--- config.mk ---
export PLATFORM = sky130hd
export DESIGN_NAME = spi_xfer_seq
export DESIGN_NICKNAME = d
export VERILOG_FILES = /design/src/rtl/spi_seq_pkg.sv /design/src/rtl/spi_seq_buf.sv /design/src/rtl/spi_xfer_seq.sv
export SDC_FILE = /design/constraint.sdc
export NUM_CORES = 1
export LEC_CHECK = 0
export CAP_MARGIN = 25
export CORE_AREA = 10 10 118 131
export CTS_BUF_LIST = sky130_fd_sc_hd__clkbuf_4
export DETAILED_ROUTE_END_ITERATION = 6
export DIE_AREA = 0 0 128 141
export PLACE_DENSITY = 0.92
export SLEW_MARGIN = 0
export SYNTH_ARGS = -nofsm -noshare
export SYNTH_HDL_FRONTEND = slang
export SYNTH_SLANG_ARGS = --single-unit
--- constraint.sdc ---
create_clock -name clk -period 3.4 [get_ports clk]
set_input_delay 0.68 -clock clk [delete_from_list [all_inputs] [get_ports clk]]
set_output_delay 0.68 -clock clk [all_outputs]
set_load 0.02 [all_outputs]
--- src/rtl/spi_seq_pkg.sv ---
// spi_seq_pkg: shared types and helpers for the SPI transaction sequencer.
// Contents: FSM state encoding, reset defaults for the SPI core config
// outputs, and a length clamp helper used when latching wr_len/rd_len.
package spi_seq_pkg;

  typedef enum logic [2:0] {
    S_IDLE,
    S_WR,
    S_RD_WAIT,
    S_RD_ACK,
    S_RD_CAP,
    S_FIN
  } state_t;

  localparam logic [1:0] SPIBR_DEFAULT = 2'b00;
  localparam logic [2:0] SPICR_DEFAULT = 3'b000;

  function automatic int unsigned clamp_len(input int unsigned len,
                                            input int unsigned max_len);
    return (len > max_len) ? max_len : len;
  endfunction

endpackage

--- src/rtl/spi_seq_buf.sv ---
// spi_seq_buf: byte register file with one synchronous write port and one
// combinational read port. Writes to addresses >= DEPTH are dropped and
// reads from them return 0. Contents are not reset.
// Ports:
//   clk          system clock
//   we/waddr/wdata  synchronous write port
//   raddr/rdata     combinational read port
module spi_seq_buf #(
  parameter int unsigned DEPTH = 8,
  parameter int unsigned AW    = $clog2(DEPTH + 1)
) (
  input  logic          clk,
  input  logic          we,
  input  logic [AW-1:0] waddr,
  input  logic [7:0]    wdata,
  input  logic [AW-1:0] raddr,
  output logic [7:0]    rdata
);

  // Storage is rounded up to a power of two so the index is exactly IW bits;
  // the range checks below keep the spare entries unreachable.
  localparam int unsigned IW = (DEPTH > 1) ? $clog2(DEPTH) : 1;

  logic [7:0] mem [2**IW];

  always_ff @(posedge clk) begin
    if (we && (waddr < AW'(DEPTH))) begin
      mem[waddr[IW-1:0]] <= wdata;
    end
  end

  always_comb begin
    rdata = '0;
    if (raddr < AW'(DEPTH)) begin
      rdata = mem[raddr[IW-1:0]];
    end
  end

endmodule

--- src/rtl/spi_xfer_seq.sv ---
// spi_xfer_seq: SPI transaction sequencer in front of the byte-level SPI core.
// Streams wr_len command bytes from the command buffer to the core, then
// collects rd_len response bytes into the readback buffer, with a per-byte
// timeout on spi_ready_to_read.
// Ports:
//   clk, reset (sync, active-low)
//   start, wr_len, rd_len, cfg_spibr, cfg_spicr  transaction request
//   cmd_we, cmd_addr, cmd_wdata                  command buffer load
//   rsp_addr, rsp_rdata                          readback buffer read
//   busy, done, err, rd_count                    status
//   spibr, spicr, spi_data_in, spi_write_byte,
//   spi_read_byte, spi_data_out, spi_ready_to_read  SPI core interface
import spi_seq_pkg::*;

module spi_xfer_seq #(
  parameter int unsigned MAX_WR      = 8,
  parameter int unsigned MAX_RD      = 8,
  parameter int unsigned TIMEOUT_CYC = 65535,
  parameter int unsigned WA          = $clog2(MAX_WR + 1),
  parameter int unsigned RA          = $clog2(MAX_RD + 1)
) (
  input  logic          clk,
  input  logic          reset,
  input  logic          start,
  input  logic [WA-1:0] wr_len,
  input  logic [RA-1:0] rd_len,
  input  logic [1:0]    cfg_spibr,
  input  logic [2:0]    cfg_spicr,
  input  logic          cmd_we,
  input  logic [WA-1:0] cmd_addr,
  input  logic [7:0]    cmd_wdata,
  input  logic [RA-1:0] rsp_addr,
  output logic [7:0]    rsp_rdata,
  output logic          busy,
  output logic          done,
  output logic          err,
  output logic [RA-1:0] rd_count,
  output logic [1:0]    spibr,
  output logic [2:0]    spicr,
  output logic [7:0]    spi_data_in,
  output logic          spi_write_byte,
  output logic          spi_read_byte,
  input  logic [7:0]    spi_data_out,
  input  logic          spi_ready_to_read
);

  localparam int unsigned TW = $clog2(TIMEOUT_CYC + 1);

  state_t        state, state_nx;
  logic [WA-1:0] wr_len_q, wr_len_nx, wr_idx, wr_idx_nx, wr_clamp;
  logic [RA-1:0] rd_len_q, rd_len_nx, rd_count_nx, rd_clamp;
  logic [TW-1:0] tcnt, tcnt_nx;
  logic          busy_nx, done_nx, err_nx, wstb_nx, rstb_nx;
  logic [1:0]    spibr_nx;
  logic [2:0]    spicr_nx;
  logic [7:0]    data_in_nx, cmd_rdata;

  assign wr_clamp = WA'(clamp_len(32'(wr_len), MAX_WR));
  assign rd_clamp = RA'(clamp_len(32'(rd_len), MAX_RD));

  // Command buffer is frozen outside IDLE; it is read at the send index.
  spi_seq_buf #(.DEPTH(MAX_WR), .AW(WA)) u_cmd_buf (
    .clk   (clk),
    .we    (cmd_we && (state == S_IDLE)),
    .waddr (cmd_addr),
    .wdata (cmd_wdata),
    .raddr (wr_idx),
    .rdata (cmd_rdata)
  );

  spi_seq_buf #(.DEPTH(MAX_RD), .AW(RA)) u_rsp_buf (
    .clk   (clk),
    .we    (state == S_RD_CAP),
    .waddr (rd_count),
    .wdata (spi_data_out),
    .raddr (rsp_addr),
    .rdata (rsp_rdata)
  );

  // All SPI-facing outputs are registered: the comb block computes their
  // next values alongside the next state.
  always_comb begin
    state_nx    = state;
    wr_len_nx   = wr_len_q;
    rd_len_nx   = rd_len_q;
    wr_idx_nx   = wr_idx;
    rd_count_nx = rd_count;
    tcnt_nx     = tcnt;
    busy_nx     = busy;
    done_nx     = 1'b0;
    err_nx      = err;
    wstb_nx     = 1'b0;
    rstb_nx     = 1'b0;
    spibr_nx    = spibr;
    spicr_nx    = spicr;
    data_in_nx  = spi_data_in;
    case (state)
      S_IDLE: begin
        if (start) begin
          wr_len_nx   = wr_clamp;
          rd_len_nx   = rd_clamp;
          spibr_nx    = cfg_spibr;
          spicr_nx    = cfg_spicr;
          err_nx      = 1'b0;
          rd_count_nx = '0;
          wr_idx_nx   = '0;
          tcnt_nx     = '0;
          busy_nx     = 1'b1;
          if (wr_clamp != '0)      state_nx = S_WR;
          else if (rd_clamp != '0) state_nx = S_RD_WAIT;
          else                     state_nx = S_FIN;
        end
      end
      S_WR: begin
        wstb_nx    = 1'b1;
        data_in_nx = cmd_rdata;
        if (wr_idx == wr_len_q - WA'(1)) begin
          state_nx = (rd_len_q != '0) ? S_RD_WAIT : S_FIN;
        end else begin
          wr_idx_nx = wr_idx + WA'(1);
        end
      end
      S_RD_WAIT: begin
        if (spi_ready_to_read) begin
          rstb_nx  = 1'b1;
          state_nx = S_RD_ACK;
        end else if (tcnt == TW'(TIMEOUT_CYC - 1)) begin
          err_nx   = 1'b1;
          state_nx = S_FIN;
        end else begin
          tcnt_nx = tcnt + TW'(1);
        end
      end
      S_RD_ACK: state_nx = S_RD_CAP;
      S_RD_CAP: begin
        rd_count_nx = rd_count + RA'(1);
        tcnt_nx     = '0;
        state_nx    = (rd_count_nx < rd_len_q) ? S_RD_WAIT : S_FIN;
      end
      S_FIN: begin
        done_nx  = 1'b1;
        busy_nx  = 1'b0;
        state_nx = S_IDLE;
      end
      default: state_nx = S_IDLE;
    endcase
  end

  always_ff @(posedge clk) begin
    if (!reset) begin
      state          <= S_IDLE;
      wr_len_q       <= '0;
      rd_len_q       <= '0;
      wr_idx         <= '0;
      rd_count       <= '0;
      tcnt           <= '0;
      busy           <= 1'b0;
      done           <= 1'b0;
      err            <= 1'b0;
      spi_write_byte <= 1'b0;
      spi_read_byte  <= 1'b0;
      spibr          <= SPIBR_DEFAULT;
      spicr          <= SPICR_DEFAULT;
      spi_data_in    <= '0;
    end else begin
      state          <= state_nx;
      wr_len_q       <= wr_len_nx;
      rd_len_q       <= rd_len_nx;
      wr_idx         <= wr_idx_nx;
      rd_count       <= rd_count_nx;
      tcnt           <= tcnt_nx;
      busy           <= busy_nx;
      done           <= done_nx;
      err            <= err_nx;
      spi_write_byte <= wstb_nx;
      spi_read_byte  <= rstb_nx;
      spibr          <= spibr_nx;
      spicr          <= spicr_nx;
      spi_data_in    <= data_in_nx;
    end
  end

endmodule

==> results of run 1 <==
## power groups by stage
stage | logic, W | clock network (W) | registers, W
final | 0.00114 | 0.00126 | 0.00269
after global routing | 0.00125 | 0.00137 | 0.00271
after detailed placement | 0.00113 | 0 | 0.00274
after global placement | 0.00108 | 0 | 0.00273
after CTS | 0.00115 | 0.00128 | 0.00269
after floorplan | 0.000747 | 0 | 0.00272
## sequential cells by signal, indices dropped and copies added (netlist names), 4 cells and up, named ones only
signal / count
u_rsp_buf.mem: 64
spi_data_in: 8
wr_idx: 4
rd_len_q: 4
wr_len_q: 4
tcnt: 16
u_cmd_buf.mem: 64
rd_count: 4
## worst min-delay path: stages (launching register included)
cell	delay, ns
dfxtp_1	0.33
nand2_1	0.05
a21oi_1	0.05
## metal layers
layer / vias to the layer above / track usage (%) / share of wire, %
li1: 2158 / - / -
met1: 2303 / 20.6 / 39
met2: 179 / 31.2 / 54
met3: 28 / 3.94 / 5.4
met4: 0 / 7.83 / 1.9
met5: - / 0 / 0
## through the flow
stage / setup WS (ns) / utilization [%]
2_1_floorplan: 0.752 / -
4_1_cts: 0.0163 / 68.1
3_3_place_gp: 0.0699 / 65.7
6_report: 0.377 / 68.3
5_1_grt: 0.284 / 68.3
3_5_place_dp: 0.0179 / 65.7
## worst paths after layout
check                        startpoint                             to  slack, ns
setup / recovery            rsp_addr[0]                   rsp_rdata[3]       0.38
hold / removal    spicr[2]$_SDFFE_PN0P_          spicr[2]$_SDFFE_PN0P_       0.46
setup reg to reg  state[2]$_SDFFE_PN0P_  u_cmd_buf.mem[7][6]$_DFFE_PP_       0.90
hold reg to reg   spicr[2]$_SDFFE_PN0P_          spicr[2]$_SDFFE_PN0P_       0.46
## synth_stat cells, types with 3 or more instances
library cell	instances	area, sq um
edfxtp_1	128	3840
dfxtp_1	56	1120
nor2_1	49	184
nand2_1	45	169
mux4_2	32	721
a21oi_1	21	105
mux2i_1	18	180
inv_1	14	52.6
o21ai_0	14	70.1
clkbuf_1	12	45.0
nand3_1	12	60.1
xor2_1	11	96.3
nor3_1	9	45.0
ha_1	8	100
nand4_1	8	50.1
buf_2	7	35.0
nand2b_1	7	43.8
xnor2_1	7	61.3
nand3b_1	6	45.0
buf_1	5	18.8
and2_1	3	18.8
and3_1	3	18.8
and4_1	3	26.3
## logic make-up after synthesis
logic type      after synthesis  share of synthesized area [%]
flops                       184                           65.7
simple gates                160                           10.5
compound gates               66                           6.04
mux                          50                           11.9
buf+inv                      39                           2.15
xor+xnor                     19                           2.38
fa+ha+maj                     8                           1.32
## cell type report
class | instances | area, sq um | share of cell area (%)
flip-flops and latches | 184 | 4960 | 56.4
multi-input cells | 303 | 2430 | 27.6
repair buffers | 82 | 838 | 9.53
well taps | 161 | 201 | 2.29
clock inverters | 13 | 170 | 1.93
clock buffers | 19 | 143 | 1.62
inverters | 14 | 52.6 | 0.597
## cells in the final DEF, fill, tap and decap left out, drive strengths merged, types with 4 or more instances in the layout
master         Yosys  routed
edfxtp           128     128
clkdlybuf4s50      0      63
dfxtp             56      56
nor2              49      49
nand2             45      45
mux4              32      32
a21oi             21      21
clkbuf            12      19
mux2i             18      18
inv               14      18
o21ai             16      16
nand3             12      12
xor2              11      11
buf               13      11
nor3              10      10
nand4              8       8
ha                 8       8
dlymetal6s2s       0       8
xnor2              7       7
nand2b             7       7
nand3b             6       6
nor3b              4       4
==> reports/qor.yml, run 1 <==
outcome:
  outcome: "finished clean"
global_route:
  first_global_vias: 4833
  grt_pass1_wl_mm: 25.3
  grt_max_degree: 20
  antenna_found_initial: 0
  grt.overflow.total: 0
  grt_use_total_pct: 17.9
sta:
  hold_viol_final: 0
  final.setup.tns_ns: 0
  fmax_ghz: 0.331
  whs_ns: 0.464
  fin_skew_ns: 0.0200
  worstMarginPinSlew_ns: 0.901
  setup_viol: 0
  post-route-period-util_pct: 88.9
  period_needed_ns: 3.02
  rsz0062_at_grt: "false"
  final-max-slew-violation-count: 0
  worst_slew_margin_rel_pct: 39.7
route:
  dr_total_vias: 4668
  wl_mm: 15.9
  drc: 0
  wl_per_cell_um: 20.4
  vias_per_cell: 6.02
  final_antenna_net_count: 0
  drt-pass1-iter-count: 6
  drtIter0Drc: 520
floorplan:
  fp.dieW_um: 128
  die_area_sq_um: 18000
  initial_core_util_pct: 58.7
  ioPinCount: 72
  rows: 44
  die_y_um: 141
  core_area_sq_um: 12900
cts:
  cts_buffers: 17
  clk_path_buf_depth: 2
  ctsHoldBuffers: 0
  post_cts_resized: 0
  cts_root_buffer: "clkbuf_4"
  clk_pin_slew_ns: 0.14
  htree_levels: 4
  tritoncts: "done"
  cts.sinks: 184
  cts_setup_buffers: 0
  clk_latency_ns: 0.56
synth:
  syn_area_sq_um: 7560
  ys_warn_count: 0
  synth-async-reset-ratio_pct: 0
  avgSynthCellArea_sq_um: 14.4
  seq_area_frac_synth_pct: 65.7
  syn_inst: 526
  yosysUniqueCellTypes: 58
  synth_nets: 576
  ys_ff_latch: 184
  synth_ff_type: "edfxtp_1"
  synth_edf_count: 128
pwr:
  intPower_w: 0.00359
  power.density_nw_per_um2: 579
  p_seq_share_pct: 52.9
  total_power_w: 0.00510
  p_comb_share_pct: 22.4
  netSwitchingFraction_pct: 29.6
  pwr-share-clk_pct: 24.7
  p_leak_nw: 2.96
  irDropWorstVdd_uv: 478
  p_sw_w: 0.00151
critical_path:
  critPathCaptureType: "output pin"
  r2r_cells: 3
  crit_required_ns: 2.72
  cp_max_fo: 16
  cp-start-kind: "primary input"
  crit_type: "primary input to output pin"
  crit_chain: "clkdlybuf4s50_1, buf_12, mux4_2, mux2i_1, nor2_1, dlymetal6s2s_1"
  cp.arrival_ns: 2.34
  cpPeakStageDelay_ns: 0.52
  crit_cells: 6
  crit_slowest_cell: "mux4_2"
  cp_top_family: "buffers and inverters"
  cp_num_buf_inv: 3
placement:
  place_area_sq_um: 8470
  dpl.cell_count: 744
  gp_congestion: 0.804
  io_buffers: 71
  hpwlAfterDp_mm: 11.2
hold_path:
  min_path_type: "flip-flop to flip-flop"
  whs_path_depth: 2
run:
  maxCapViolCount: 0
cells_and_area:
  nFillCells: 866
  antenna_cells: 0
  drive_above_1_share_pct: 13.7
  final_cells: 776
  stdcell_area_sq_um: 8800
  syn_to_final_growth_pct: 16.4
  fin_nets: 652
No activity file was read; power rests on OpenSTA's default activity.
==> run 2, diff against run 1 <==
--- a/config.mk
+++ b/config.mk
@@ -6,12 +6,13 @@
 export NUM_CORES = 1
 export LEC_CHECK = 0
 export CAP_MARGIN = 25
-export CORE_AREA = 10 10 118 131
+export CORE_AREA = 10 10 163 180
 export CTS_BUF_LIST = sky130_fd_sc_hd__clkbuf_4
 export DETAILED_ROUTE_END_ITERATION = 6
-export DIE_AREA = 0 0 128 141
-export PLACE_DENSITY = 0.92
+export DIE_AREA = 0 0 173 190
+export PLACE_DENSITY = 0.57
 export SLEW_MARGIN = 0
 export SYNTH_ARGS = -nofsm -noshare
 export SYNTH_HDL_FRONTEND = slang
 export SYNTH_SLANG_ARGS = --single-unit
+export TNS_END_PERCENT = 50
==> run 2 against run 1 <==
  * Power rose by 0.22%
  * Critical endpoint is now rsp_rdata[7]
  * Combinational power barely moved
  * Non-clock buffer count rose by 6
  * Maximum frequency rose by 0.57%
  * Clock-buffer cell count fell by 2
  * Sequential power barely moved
  * Die area rose by 82%
  * Critical path type unchanged
  * Core utilization fell by 33 points
  * Largest power group unchanged
  * First-iteration DRC count fell by 42%
  * Design area rose by 3.4%
  * Clock power barely moved
==> reports/qor.yml, run 2 (synthesis results as in run 1) <==
pwr:
  p_comb_share_pct: 22.7  # was 22.4%
  irDropWorstVdd_uv: 217  # was 478 uV
  p_sw_w: 0.00168  # was 0.00151 W
  pwr-share-clk_pct: 24.7  # about the same
  p_seq_share_pct: 52.5  # was 52.9%
  netSwitchingFraction_pct: 32.8  # was 29.6%
  p_leak_nw: 3.00  # was 2.96 nW
  power.density_nw_per_um2: 561  # was 579 nW/um^2
  intPower_w: 0.00343  # was 0.00359 W
route:
  drt-pass1-iter-count: 4  # was 6
  vias_per_cell: 4.69  # was 6.02
  drtIter0Drc: 302  # was 520
  wl_mm: 16.3  # was 15.9 mm
  drc: 0  # unchanged
  final_antenna_net_count: 0  # unchanged
  wl_per_cell_um: 16.7  # was 20.4 um
  dr_total_vias: 4570  # was 4668
sta:
  final-max-slew-violation-count: 0  # unchanged
  post-route-period-util_pct: 88.4  # was 88.9%
  period_needed_ns: 3.01  # was 3.02 ns
  worst_slew_margin_rel_pct: 38.8  # was 39.7%
  rsz0062_at_grt: "false"  # unchanged
  fin_skew_ns: 0.0276  # was 0.0200 ns
  final.setup.tns_ns: 0  # unchanged
  hold_viol_final: 0  # unchanged
  setup_viol: 0  # unchanged
  fmax_ghz: 0.333  # was 0.331 GHz
  worstMarginPinSlew_ns: 0.914  # was 0.901 ns
cts:
  ctsHoldBuffers: 0  # unchanged
  htree_levels: 4  # unchanged
  tritoncts: "done"  # unchanged
  cts_buffers: 17  # unchanged
  clk_path_buf_depth: 2  # unchanged
  cts_root_buffer: "clkbuf_4"  # unchanged
  clk_pin_slew_ns: 0.17  # was 0.14 ns
  clk_latency_ns: 0.58  # was 0.56 ns
  cts.sinks: 184  # unchanged
run:
  maxCapViolCount: 0  # unchanged
cells_and_area:
  fin_nets: 658  # was 652
  nFillCells: 2497  # was 866
  layout_commonest_cell: "edfxtp_1"  # unchanged
  stdcell_area_sq_um: 9090  # was 8800 sq um
  syn_to_final_growth_pct: 20.4  # was 16.4%
  multiInputGateArea_sq_um: 2430  # unchanged
  drive_above_1_share_pct: 14.5  # was 13.7%
  layout_common_cells: "128 x edfxtp_1, 63 x clkdlybuf4s50_1, 56 x dfxtp_1"  # unchanged
  regArea_sq_um: 4960  # unchanged
  post-route-util_pct: 35.3  # was 68.3%
global_route:
  grt-busiest-layer: "met2"  # unchanged
  met3_usage_pct: 3.39  # was 3.94%
  use_met1_pct: 11.2  # was 20.6%
  grt_use_total_pct: 10.0  # was 17.9%
  antenna_found_initial: 2  # was 0
  grt_use_met2_pct: 17.5  # was 31.2%
  first_global_vias: 4731  # was 4833
  grt_max_degree: 25  # was 20
  grt.overflow.total: 0  # unchanged
  grt_pass1_wl_mm: 25.8  # was 25.3 mm
critical_path:
  crit_required_ns: 2.72  # about the same
  crit_slowest_cell: "mux4_2"  # unchanged
  cp.arrival_ns: 2.33  # was 2.34 ns
  cpPeakStageDelay_ns: 0.52  # about the same
  cp_max_fo: 16  # unchanged
  critPathCaptureType: "output pin"  # unchanged
  crit_type: "primary input to output pin"  # unchanged
  crit_chain: "clkdlybuf4s50_1, buf_12, mux4_2, mux2i_1, nor2_1, dlymetal6s2s_1"  # unchanged
  cp-start-kind: "primary input"  # unchanged
  rrSetupSlack_ns: 0.96  # was 0.90 ns
placement:
  hpwlAfterDp_mm: 11.5  # was 11.2 mm
  place_area_sq_um: 8750  # was 8470 sq um
  io_buffers: 71  # unchanged
  gp_congestion: 0.800  # was 0.804
floorplan:
  core_area_sq_um: 25800  # was 12900 sq um
  initial_core_util_pct: 29.3  # was 58.7%
  die_y_um: 190  # was 141 um
  ioPinCount: 72  # unchanged
  die_area_sq_um: 32900  # was 18000 sq um
  rows: 62  # was 44
  fp.dieW_um: 173  # was 128 um
outcome:
  outcome: "finished clean"  # unchanged
hold_path:
  min_path_type: "flip-flop to flip-flop"  # unchanged
run 2: cell types whose count changed in the layout (fill, tap and decap cells not counted), sizes merged:
cell,previous run,this run
buf,11,17
bufinv,3,0
clkbuf,19,17
clkinv,3,6
clkinvlp,3,1
diode,0,2
inv,18,22
run 2: per-stage QoR:
step / setup slack, ns / hold WS (ns) / total power (W) / std cells
after CTS: 0.0337 / 0.467 / 0.00521 / 973
after floorplan: 0.752 / 0.445 / 0.00347 / 526
after detailed placement: 0.0402 / 0.446 / 0.00393 / 941
after global placement: 0.0589 / 0.440 / 0.00389 / 941
final: 0.394 / 0.466 / 0.00511 / 975
after global routing: 0.284 / 0.488 / 0.00540 / 974
run 2: final cells by class:
class | count | area share (%)
multi-input cells | 303 | 26.7
repair buffers | 88 | 9.71
clock buffers | 17 | 1.40
diodes | 2 | 0.0550
well taps | 352 | 4.84
clock inverters | 15 | 2.12
inverters | 14 | 0.578
flip-flops and latches | 184 | 54.6
run 2: routing by layer:
layer | share of wire (%) | wire length, um | vias up
met4 | 1.3 | 217 | 0
met5 | 0 | 0 | -
met1 | 42 | 6900 | 2294
li1 | - | - | 2162
met3 | 5.4 | 882 | 15
met2 | 51 | 8310 | 99
run 2: critical path: cells and delay by family:
family	cells	cell delay [ns]
mux	2	0.68
simple gates	1	0.05
buf+inv	3	0.91
run 2: repair_timing:
| item | CTS | global route |
|---|---|---|
| buffers inserted | 0 | 0 |
| endpoints found under the setup margin | 0 | 8 |
| gates resized for setup | 0 | 8 |
run 2: final timing paths:
| check | depth (start not counted) | end | start |
|---|---|---|---|
| worst max-delay path | 6 | rsp_rdata[7] | rsp_addr[0] |
| worst max register to register | 5 | u_rsp_buf.mem[7][2]$_DFFE_PP_ | state[0]$_SDFFE_PN0P_ |
| worst min-delay path | 2 | spicr[1]$_SDFFE_PN0P_ | spicr[1]$_SDFFE_PN0P_ |
| worst min register to register | 2 | spicr[1]$_SDFFE_PN0P_ | spicr[1]$_SDFFE_PN0P_ |
run 2: power by group through the flow:
stage / Clock (W) / Sequential (W) / Combinational [W]
6_report: 0.00126 / 0.00268 / 0.00116
5_1_grt: 0.00141 / 0.00270 / 0.00128
4_1_cts: 0.00132 / 0.00269 / 0.00120
3_5_place_dp: 0 / 0.00274 / 0.00119
3_3_place_gp: 0 / 0.00273 / 0.00116
2_1_floorplan: 0 / 0.00272 / 0.000747
==> run 3, diff against run 2 <==
--- a/config.mk
+++ b/config.mk
@@ -6,10 +6,10 @@
 export NUM_CORES = 1
 export LEC_CHECK = 0
 export CAP_MARGIN = 25
-export CORE_AREA = 10 10 163 180
+export CORE_AREA = 3 3 156 173
 export CTS_BUF_LIST = sky130_fd_sc_hd__clkbuf_4
 export DETAILED_ROUTE_END_ITERATION = 6
-export DIE_AREA = 0 0 173 190
+export DIE_AREA = 0 0 159 176
 export PLACE_DENSITY = 0.57
 export SLEW_MARGIN = 0
 export SYNTH_ARGS = -nofsm -noshare
==> run 3 against run 2 <==
  * Routed wire length down 4.9%
  * Worst setup slack worse by 0.31 ns
  * Sequential share of layout area up 0.068 points
  * Clock power down 6%
  * Clock-buffer cell count unchanged
  * Critical path type unchanged
  * Largest cell class unchanged
==> reports/qor.yml, run 3 (synthesis results as in run 1) <==
global_route:
  grt_max_degree: 21  # was 25
  grt_use_total_pct: 11.6  # was 10.0%
  antenna_found_initial: 1  # was 2
  first_global_vias: 4788  # was 4731
  grt_pass1_wl_mm: 25.4  # was 25.8 mm
  grt.overflow.total: 0  # unchanged
placement:
  place_area_sq_um: 8760  # was 8750 sq um
  io_buffers: 71  # unchanged
  hpwlAfterDp_mm: 11.0  # was 11.5 mm
  dpl.cell_count: 938  # was 941
  gp_congestion: 0.798  # was 0.800
floorplan:
  fp.dieW_um: 159  # was 173 um
  die_y_um: 176  # was 190 um
  core_area_sq_um: 25300  # was 25800 sq um
  die_area_sq_um: 28000  # was 32900 sq um
  rows: 61  # was 62
  ioPinCount: 72  # unchanged
  initial_core_util_pct: 29.8  # was 29.3%
pwr:
  pwr-share-clk_pct: 23.7  # was 24.7%
  p_seq_share_pct: 53.6  # was 52.5%
  total_power_w: 0.00502  # was 0.00511 W
  power.density_nw_per_um2: 553  # was 561 nW/um^2
  p_leak_nw: 2.99  # was 3.00 nW
  netSwitchingFraction_pct: 32.1  # was 32.8%
  p_comb_share_pct: 22.8  # was 22.7%
  p_sw_w: 0.00161  # was 0.00168 W
  intPower_w: 0.00341  # was 0.00343 W
  irDropWorstVdd_uv: 240  # was 217 uV
critical_path:
  r2r-start: "state[0]$_SDFFE_PN0P_"  # unchanged
  critPathCaptureType: "output pin"  # unchanged
  crit_chain: "clkdlybuf4s50_1, buf_12, mux4_2, mux2i_1, nor2_1, clkdlybuf4s50_1"  # was clkdlybuf4s50_1, buf_12, mux4_2, mux2i_1, nor2_1, dlymetal6s2s_1
  cp_common_cell: "clkdlybuf4s50_1"
  cp_top_family: "buffers and inverters"  # unchanged
  worstSetupStartpoint: "rsp_addr[0]"  # unchanged
  cp_max_fo: 16  # unchanged
  crit_required_ns: 2.72  # about the same
  cpPeakStageDelay_ns: 0.55  # was 0.52 ns
  crit_type: "primary input to output pin"  # unchanged
  cp.arrival_ns: 2.63  # was 2.33 ns
  cp_num_buf_inv: 3  # unchanged
  crit_slowest_cell: "clkdlybuf4s50_1"  # was mux4_2
  cp-start-kind: "primary input"  # unchanged
sta:
  fmax_ghz: 0.302  # was 0.333 GHz
  worst_slew_margin_rel_pct: 41.4  # was 38.8%
  period_needed_ns: 3.31  # was 3.01 ns
  fin_skew_ns: 0.0232  # was 0.0276 ns
  final.setup.tns_ns: 0  # unchanged
  hold_viol_final: 0  # unchanged
  final-max-slew-violation-count: 0  # unchanged
  setup_viol: 0  # unchanged
  rsz0062_at_grt: "false"  # unchanged
  worstMarginPinSlew_ns: 0.876  # was 0.914 ns
  post-route-period-util_pct: 97.4  # was 88.4%
cells_and_area:
  regArea_sq_um: 4960  # unchanged
  layout_common_cells: "128 x edfxtp_1, 64 x clkdlybuf4s50_1, 56 x dfxtp_1"  # was 128 x edfxtp_1, 63 x clkdlybuf4s50_1, 56 x dfxtp_1
  stdcell_area_sq_um: 9080  # was 9090 sq um
  multiInputGateArea_sq_um: 2430  # unchanged
  syn_to_final_growth_pct: 20.2  # was 20.4%
  drive_above_1_share_pct: 14.9  # was 14.5%
  fin_nets: 661  # was 658
  nFillCells: 2419  # was 2497
  final_cells: 971  # was 975
  layout_commonest_cell: "edfxtp_1"  # unchanged
route:
  dr_total_vias: 4523  # was 4570
  wl_per_cell_um: 16.0  # was 16.7 um
  vias_per_cell: 4.66  # was 4.69
  wl_mm: 15.5  # was 16.3 mm
  drtIter0Drc: 280  # was 302
  final_antenna_net_count: 0  # unchanged
  drt-pass1-iter-count: 4  # unchanged
  drc: 0  # unchanged
cts:
  ctsHoldBuffers: 0  # unchanged
  tritoncts: "done"  # unchanged
  clk_pin_slew_ns: 0.16  # was 0.17 ns
  post_cts_resized: 0  # unchanged
  cts_buffers: 17  # unchanged
  clk_latency_ns: 0.56  # was 0.58 ns
  cts.sinks: 184  # unchanged
  htree_levels: 4  # unchanged
  clk_path_buf_depth: 2  # unchanged
  cts_root_buffer: "clkbuf_4"  # unchanged
  cts_setup_buffers: 0  # unchanged
hold_path:
  min_path_type: "flip-flop to flip-flop"  # unchanged
  hold_path.startpoint: "spicr[2]$_SDFFE_PN0P_"  # was spicr[1]$_SDFFE_PN0P_
run:
  maxCapViolCount: 0  # unchanged
outcome:
  outcome: "finished clean"  # unchanged
run 3: cell types whose count changed in the layout (fill, tap and decap cells not counted), sizes merged:
cell and change:
clkinvlp -1, buf +3, clkdlybuf4s50 +1, dlymetal6s2s -1, clkinv +1, diode -1
run 3: worst paths after layout:
path         cells after the start                       endpoint  slack [ns]
min reg2reg                      2          spicr[2]$_SDFFE_PN0P_        0.47
max reg2reg                      5  u_rsp_buf.mem[1][1]$_DFFE_PP_        1.07
min                              2          spicr[2]$_SDFFE_PN0P_        0.47
max                              6                   rsp_rdata[4]        0.09
run 3: power groups by stage:
| stage | clock network, W | registers (W) | logic [W] |
|---|---|---|---|
| floorplan | 0 | 0.00272 | 0.000747 |
| global placement | 0 | 0.00274 | 0.00114 |
| detailed placement | 0 | 0.00274 | 0.00116 |
| CTS | 0.00125 | 0.00269 | 0.00117 |
| global route | 0.00133 | 0.00271 | 0.00127 |
| finish | 0.00119 | 0.00269 | 0.00114 |
run 3: metrics by stage:
| step | hold slack (ns) | worst slack [ns] | util, % |
|---|---|---|---|
| final | 0.471 | 0.0869 | 35.8 |
| after floorplan | 0.445 | 0.752 | - |
| after detailed placement | 0.450 | 0.0288 | 34.6 |
| after CTS | 0.474 | 0.0284 | 35.8 |
| after global routing | 0.492 | 0.0186 | 35.8 |
| after global placement | 0.443 | 0.0540 | 34.6 |
run 3: tightest hold or removal path, cell delays in order, from the launching register on:
cell	delay, ns
dfxtp_1	0.34
nand2_1	0.05
a21oi_1	0.05
run 3: layout make-up:
cell class,instances,area share (%)
diodes,1,0.0275
clock buffers,17,1.40
clock inverters,15,1.89
inverters,14,0.579
multi-input cells,303,26.7
flip-flops and latches,184,54.7
well taps,346,4.77
repair buffers,91,9.94
run 3: metal layers:
layer / share of wire [%] / global-route usage [%] / wire, um / vias to the layer above
met3: 3.9 / 2.96 / 608 / 22
met5: 0 / 0 / 0 / -
met1: 43 / 13.7 / 6600 / 2224
met4: 1.8 / 4.49 / 285 / 0
li1: - / - / - / 2168
met2: 52 / 20.3 / 8010 / 109
